File: config.mk
export PLATFORM = sky130hd
export DESIGN_NAME = mux_sel_sequencer
export DESIGN_NICKNAME = d
export VERILOG_FILES = /design/src/rtl/mux_seq_pkg.sv /design/src/rtl/mux_next_ch.sv /design/src/rtl/mux_sel_sequencer.sv
export SDC_FILE = /design/constraint.sdc
export NUM_CORES = 1
export LEC_CHECK = 0
export ABC_AREA = 1
export BUFFER_PORTS_ARGS = -buffer_cell sky130_fd_sc_hd__buf_4
export CAP_MARGIN = 20
export CORE_ASPECT_RATIO = 1.4
export CORE_UTILIZATION = 50
export CTS_BUF_LIST = sky130_fd_sc_hd__clkbuf_4 sky130_fd_sc_hd__clkbuf_8
export CTS_CLUSTER_DIAMETER = 60
export CTS_CLUSTER_SIZE = 30
export DETAILED_ROUTE_END_ITERATION = 6
export PLACE_DENSITY = 0.74
export SLEW_MARGIN = 30
export SYNTH_ARGS = -nofsm -noshare
export SYNTH_HDL_FRONTEND = slang
export SYNTH_SLANG_ARGS = --single-unit
File: constraint.sdc
create_clock -name clk -period 4.9 [get_ports clk]
set_input_delay 0.49 -clock clk [delete_from_list [all_inputs] [get_ports clk]]
set_output_delay 0.49 -clock clk [all_outputs]
set_load 0.02 [all_outputs]
File: src/rtl/mux_seq_pkg.sv
// Shared types for the mux select sequencer: FSM states, channel index type
// and a lowest-set-bit helper used when a scan starts.
package mux_seq_pkg;

  localparam int NUM_CH = 4;

  typedef logic [1:0] ch_idx_t;

  typedef enum logic [1:0] {
    IDLE   = 2'd0,
    SETTLE = 2'd1,
    SAMPLE = 2'd2
  } seq_state_t;

  function automatic ch_idx_t lowest_set(input logic [NUM_CH-1:0] m);
    ch_idx_t r;
    r = '0;
    for (int i = NUM_CH - 1; i >= 0; i--) begin
      if (m[i]) r = ch_idx_t'(i);
    end
    return r;
  endfunction

endpackage

File: src/rtl/mux_next_ch.sv
// Wrap-around priority search: first set mask bit after cur. wrapped flags
// that the search went past channel D (or found only cur itself).
module mux_next_ch
  import mux_seq_pkg::*;
(
  input  logic [NUM_CH-1:0] mask,
  input  ch_idx_t           cur,
  output ch_idx_t           next,
  output logic              wrapped
);

  ch_idx_t cand;
  logic    found;

  always_comb begin
    next  = cur;
    cand  = cur;
    found = 1'b0;
    // i == NUM_CH lands back on cur, covering the single-channel mask
    for (int i = 1; i <= NUM_CH; i++) begin
      cand = cur + ch_idx_t'(i);
      if (!found && mask[cand]) begin
        next  = cand;
        found = 1'b1;
      end
    end
    wrapped = (next <= cur);
  end

endmodule

File: src/rtl/mux_sel_sequencer.sv
// Scans the 4:1 mux channels in mask order, settles, then samples mux_y.
// Define MUX_SEQ_SWEEP_CNT_EN to add the saturating sweep_count output.
module mux_sel_sequencer
  import mux_seq_pkg::*;
#(
  parameter int SETTLE_CYCLES = 2,
  parameter int CNT_W         = 8
) (
  input  logic              clk,
  input  logic              reset,
  input  logic              start,
  input  logic              stop,
  input  logic              continuous,
  input  logic [NUM_CH-1:0] ch_mask,
  input  logic              mux_y,
  output logic              sel_1,
  output logic              sel_2,
  output ch_idx_t           ch_idx,
  output logic              ch_valid,
  output logic [NUM_CH-1:0] sample,
  output logic              busy,
  output logic              sweep_done,
`ifdef MUX_SEQ_SWEEP_CNT_EN
  output logic [7:0]        sweep_count,
`endif
  output seq_state_t        state_dbg
);

  localparam logic [CNT_W-1:0] RELOAD = CNT_W'(SETTLE_CYCLES - 1);

  seq_state_t        state, state_n;
  logic [CNT_W-1:0]  cnt, cnt_n;
  ch_idx_t           ch_idx_n;
  logic [NUM_CH-1:0] mask_q, mask_n;
  logic              cont_q, cont_n;
  logic              done_n;
  logic              accept;
  ch_idx_t           next_ch;
  logic              wrapped;

  mux_next_ch u_next_ch (
    .mask    (mask_q),
    .cur     (ch_idx),
    .next    (next_ch),
    .wrapped (wrapped)
  );

  always_comb begin
    state_n  = state;
    cnt_n    = cnt;
    ch_idx_n = ch_idx;
    mask_n   = mask_q;
    cont_n   = cont_q;
    done_n   = 1'b0;
    accept   = 1'b0;
    case (state)
      IDLE: begin
        if (start && !stop && (ch_mask != '0)) begin
          accept   = 1'b1;
          mask_n   = ch_mask;
          cont_n   = continuous;
          ch_idx_n = lowest_set(ch_mask);
          cnt_n    = RELOAD;
          state_n  = SETTLE;
        end
      end
      SETTLE: begin
        if (stop)             state_n = IDLE;
        else if (cnt == '0)   state_n = SAMPLE;
        else                  cnt_n   = cnt - CNT_W'(1);
      end
      SAMPLE: begin
        if (stop) begin
          state_n = IDLE;
        end else begin
          done_n = wrapped;
          if (wrapped && !cont_q) begin
            state_n = IDLE;
          end else begin
            ch_idx_n = next_ch;
            cnt_n    = RELOAD;
            state_n  = SETTLE;
          end
        end
      end
      default: state_n = IDLE;
    endcase
  end

  // ch_valid/busy are registered views of the state being entered
  always_ff @(posedge clk or posedge reset) begin
    if (reset) begin
      state      <= IDLE;
      cnt        <= '0;
      ch_idx     <= '0;
      mask_q     <= '0;
      cont_q     <= 1'b0;
      sample     <= '0;
      ch_valid   <= 1'b0;
      busy       <= 1'b0;
      sweep_done <= 1'b0;
    end else begin
      state      <= state_n;
      cnt        <= cnt_n;
      ch_idx     <= ch_idx_n;
      mask_q     <= mask_n;
      cont_q     <= cont_n;
      ch_valid   <= (state_n == SAMPLE);
      busy       <= (state_n != IDLE);
      sweep_done <= done_n;
      if (state == SAMPLE) sample[ch_idx] <= mux_y;
    end
  end

`ifdef MUX_SEQ_SWEEP_CNT_EN
  always_ff @(posedge clk or posedge reset) begin
    if (reset)                             sweep_count <= '0;
    else if (accept)                       sweep_count <= '0;
    else if (done_n && sweep_count != 8'hFF) sweep_count <= sweep_count + 8'd1;
  end
`endif

  assign sel_1     = ch_idx[0];
  assign sel_2     = ch_idx[1];
  assign state_dbg = state;

endmodule

==> out/metrics.yaml <==
track_usage_pct: 20.5
whs_ns: 0.246
routabilityCongestion: 0.910
numCtsBuffers: 3
path_class: "reg -> reg"
cts.path.max_buffers: 2
status: "finished clean"
yosysSeqAreaShare_pct: 38.6
antenna_found_initial: 0
dp_slack_ns: 1.98
powerDensity_nw_per_um2: 725
worstSetupEndpointType: "flip-flop"
grt_max_degree: 25
fin_crit_sh_pct: 59.7
clock-root-buffer: "clkbuf_8"
slew_headroom_pct: 66.8
num_rows: 23
required_ns: 5.06
drive_above_1_share_pct: 26.0
synth_top_area_share_pct: 38.6
synth_cells: 197
ctsHoldBuffers: 0
syn2layout_area_growth_pct: 15.9
stdcell_count: 256
most-common-layout-cells: "nand2_1 (50), inv_1 (25), dfrtp_1 (24)"
ys_ff_latch: 24
power.leakage_nw: 0.949
vias: 1302
core_um2: 2910
hpwl_um: 2310
min_period_ns: 2.92
peakVddDrop_v: 0.000384
fin_nets: 238
rsz0062_at_grt: "false"
setup_viol: 0
first_iter_violations: 35
postPlaceCellArea_um2: 1730
cp-start-kind: "flip-flop"
finalMaxSlewViolations: 0
ys_warn_count: 0
dp.cells: 252
fin_util_pct: 62.0
clock.fmax_mhz: 342
clk_pin_slew_ns: 0.09
syn_area_um2: 1550
finClkSkew_ns: 0.00720
register_area_um2: 601
initial_core_util_pct: 53.5
die_w_um: 49.1
diodes: 0
post_cts_resized: 0
place.port_buffers: 22
syn_nets: 215
n_fill_cell: 248
numClockSinks: 24
dieHeight_um: 68.0
tns_ns: 0
firstDrtPassIters: 5
cts_tree: "done"
multi_input_area_um2: 798
ant_nets: 0
path_max_fanout: 17
wire_per_inst_um: 11.9
hold_class: "in -> async"
crit_arrival_ns: 3.08
synth_area_leaders: "dfrtp_1 (39%), nand2_1 (12%), ha_1 (6.4%), inv_1 (6.3%), nand3_2 (4.5%)"
grt_pass1_wl_um: 5170
worst_pin_slew_ns: 0.497
reg2reg_depth: 18
synth_area_leader_cell: "dfrtp_1"
routed_wl_um: 3050
grt_pass1_vias: 1226
io_pins: 23
ys_types: 28
power_mw: 1.31
htree_levels: 1
setup_ws_ns: 1.98
clk_latency_ns: 0.27
cap_violations: 0
drc: 0
finalInstanceArea_um2: 1800
synth.avg_cell_area_um2: 7.89
layout_commonest_cell: "nand2_1"
die_area_um2: 3340
viasPerCell: 5.09
post-cts-setup-buffer-count: 0
grt_overflow_total: 0
hold_viol: 0
[synth_stat cells]
| master | number |
|---|---|
| a21oi_1 | 2 |
| a31oi_1 | 1 |
| buf_2 | 1 |
| buf_4 | 2 |
| buf_8 | 1 |
| clkinv_2 | 1 |
| dfrtp_1 | 24 |
| ha_1 | 8 |
| inv_1 | 26 |
| inv_2 | 3 |
| inv_4 | 1 |
| nand2_1 | 50 |
| nand2_2 | 7 |
| nand2_4 | 1 |
| nand3_1 | 12 |
| nand3_2 | 7 |
| nand3_4 | 1 |
| nand4_1 | 6 |
| nor2_1 | 14 |
| nor2_2 | 1 |
| nor2_4 | 1 |
| nor3_1 | 2 |
| o21ai_0 | 10 |
| o21ai_1 | 1 |
| o21ai_2 | 7 |
| o21bai_1 | 1 |
| or2_1 | 1 |
| xor2_1 | 5 |
[layer usage]
metal | vias up | GRT usage [%] | wire length (um)
met1 | 600 | 22.3 | 1240
met3 | 7 | 2.67 | 67
li1 | 672 | - | -
met5 | - | 0 | 0
met2 | 23 | 40.1 | 1690
met4 | 0 | 7.72 | 46
[worst max-delay path, cell delays in order (launching register included)]
cell,delay [ns]
dfrtp_1,0.61
inv_4,0.12
ha_1,0.38
inv_1,0.11
nand3_2,0.11
nand2_2,0.09
inv_2,0.05
nand3_2,0.06
nand2_1,0.05
nand2_1,0.07
inv_1,0.04
ha_1,0.28
inv_1,0.06
o21bai_1,0.05
nand2_1,0.09
nand2_1,0.08
nand3_2,0.09
nand3_4,0.21
or2_1,0.28
[worst paths after layout]
check                                from   endpoint  slack, ns
worst max-delay path            ch_idx[0]       busy       1.98
worst min-delay path                reset  sample[2]       0.25
worst max register to register  ch_idx[0]       busy       1.98
worst min register to register  sample[2]  sample[2]       0.49
max in group asynchronous           reset  mask_q[2]       4.31
min in group clk                     stop   ch_valid       0.41
[sequential cells by signal, indices dropped and copies added (netlist names)]
name and cells:
busy 1, ch_idx 2, cnt 8, ch_valid 1, mask_q 4, cont_q 1
state_dbg 2, sample 4, sweep_done 1
[logic make-up after synthesis]
kind of cell | share of synthesized area, %
AO/OA/AOI/OAI | 9.02
XOR/XNOR | 2.82
adder cells (fa/ha/maj) | 6.44
buffers and inverters | 9.98
flip-flops | 38.6
AND/OR/NAND/NOR | 33.1
[final cells by class]
type | instances | share of cell area [%]
inverters | 31 | 6.67
clock inverters | 1 | 1.67
flip-flops and latches | 24 | 33.3
well taps | 37 | 2.57
repair buffers | 22 | 9.17
clock buffers | 3 | 2.29
multi-input cells | 138 | 44.3
[power breakdown]
group,total (mW),switching (mW),internal (mW)
Clock,0.171,0.0614,0.109
Sequential,0.343,0.0686,0.275
Combinational,0.792,0.496,0.296
Total,1.31,0.626,0.680
Power figures use the tool's default switching activity.
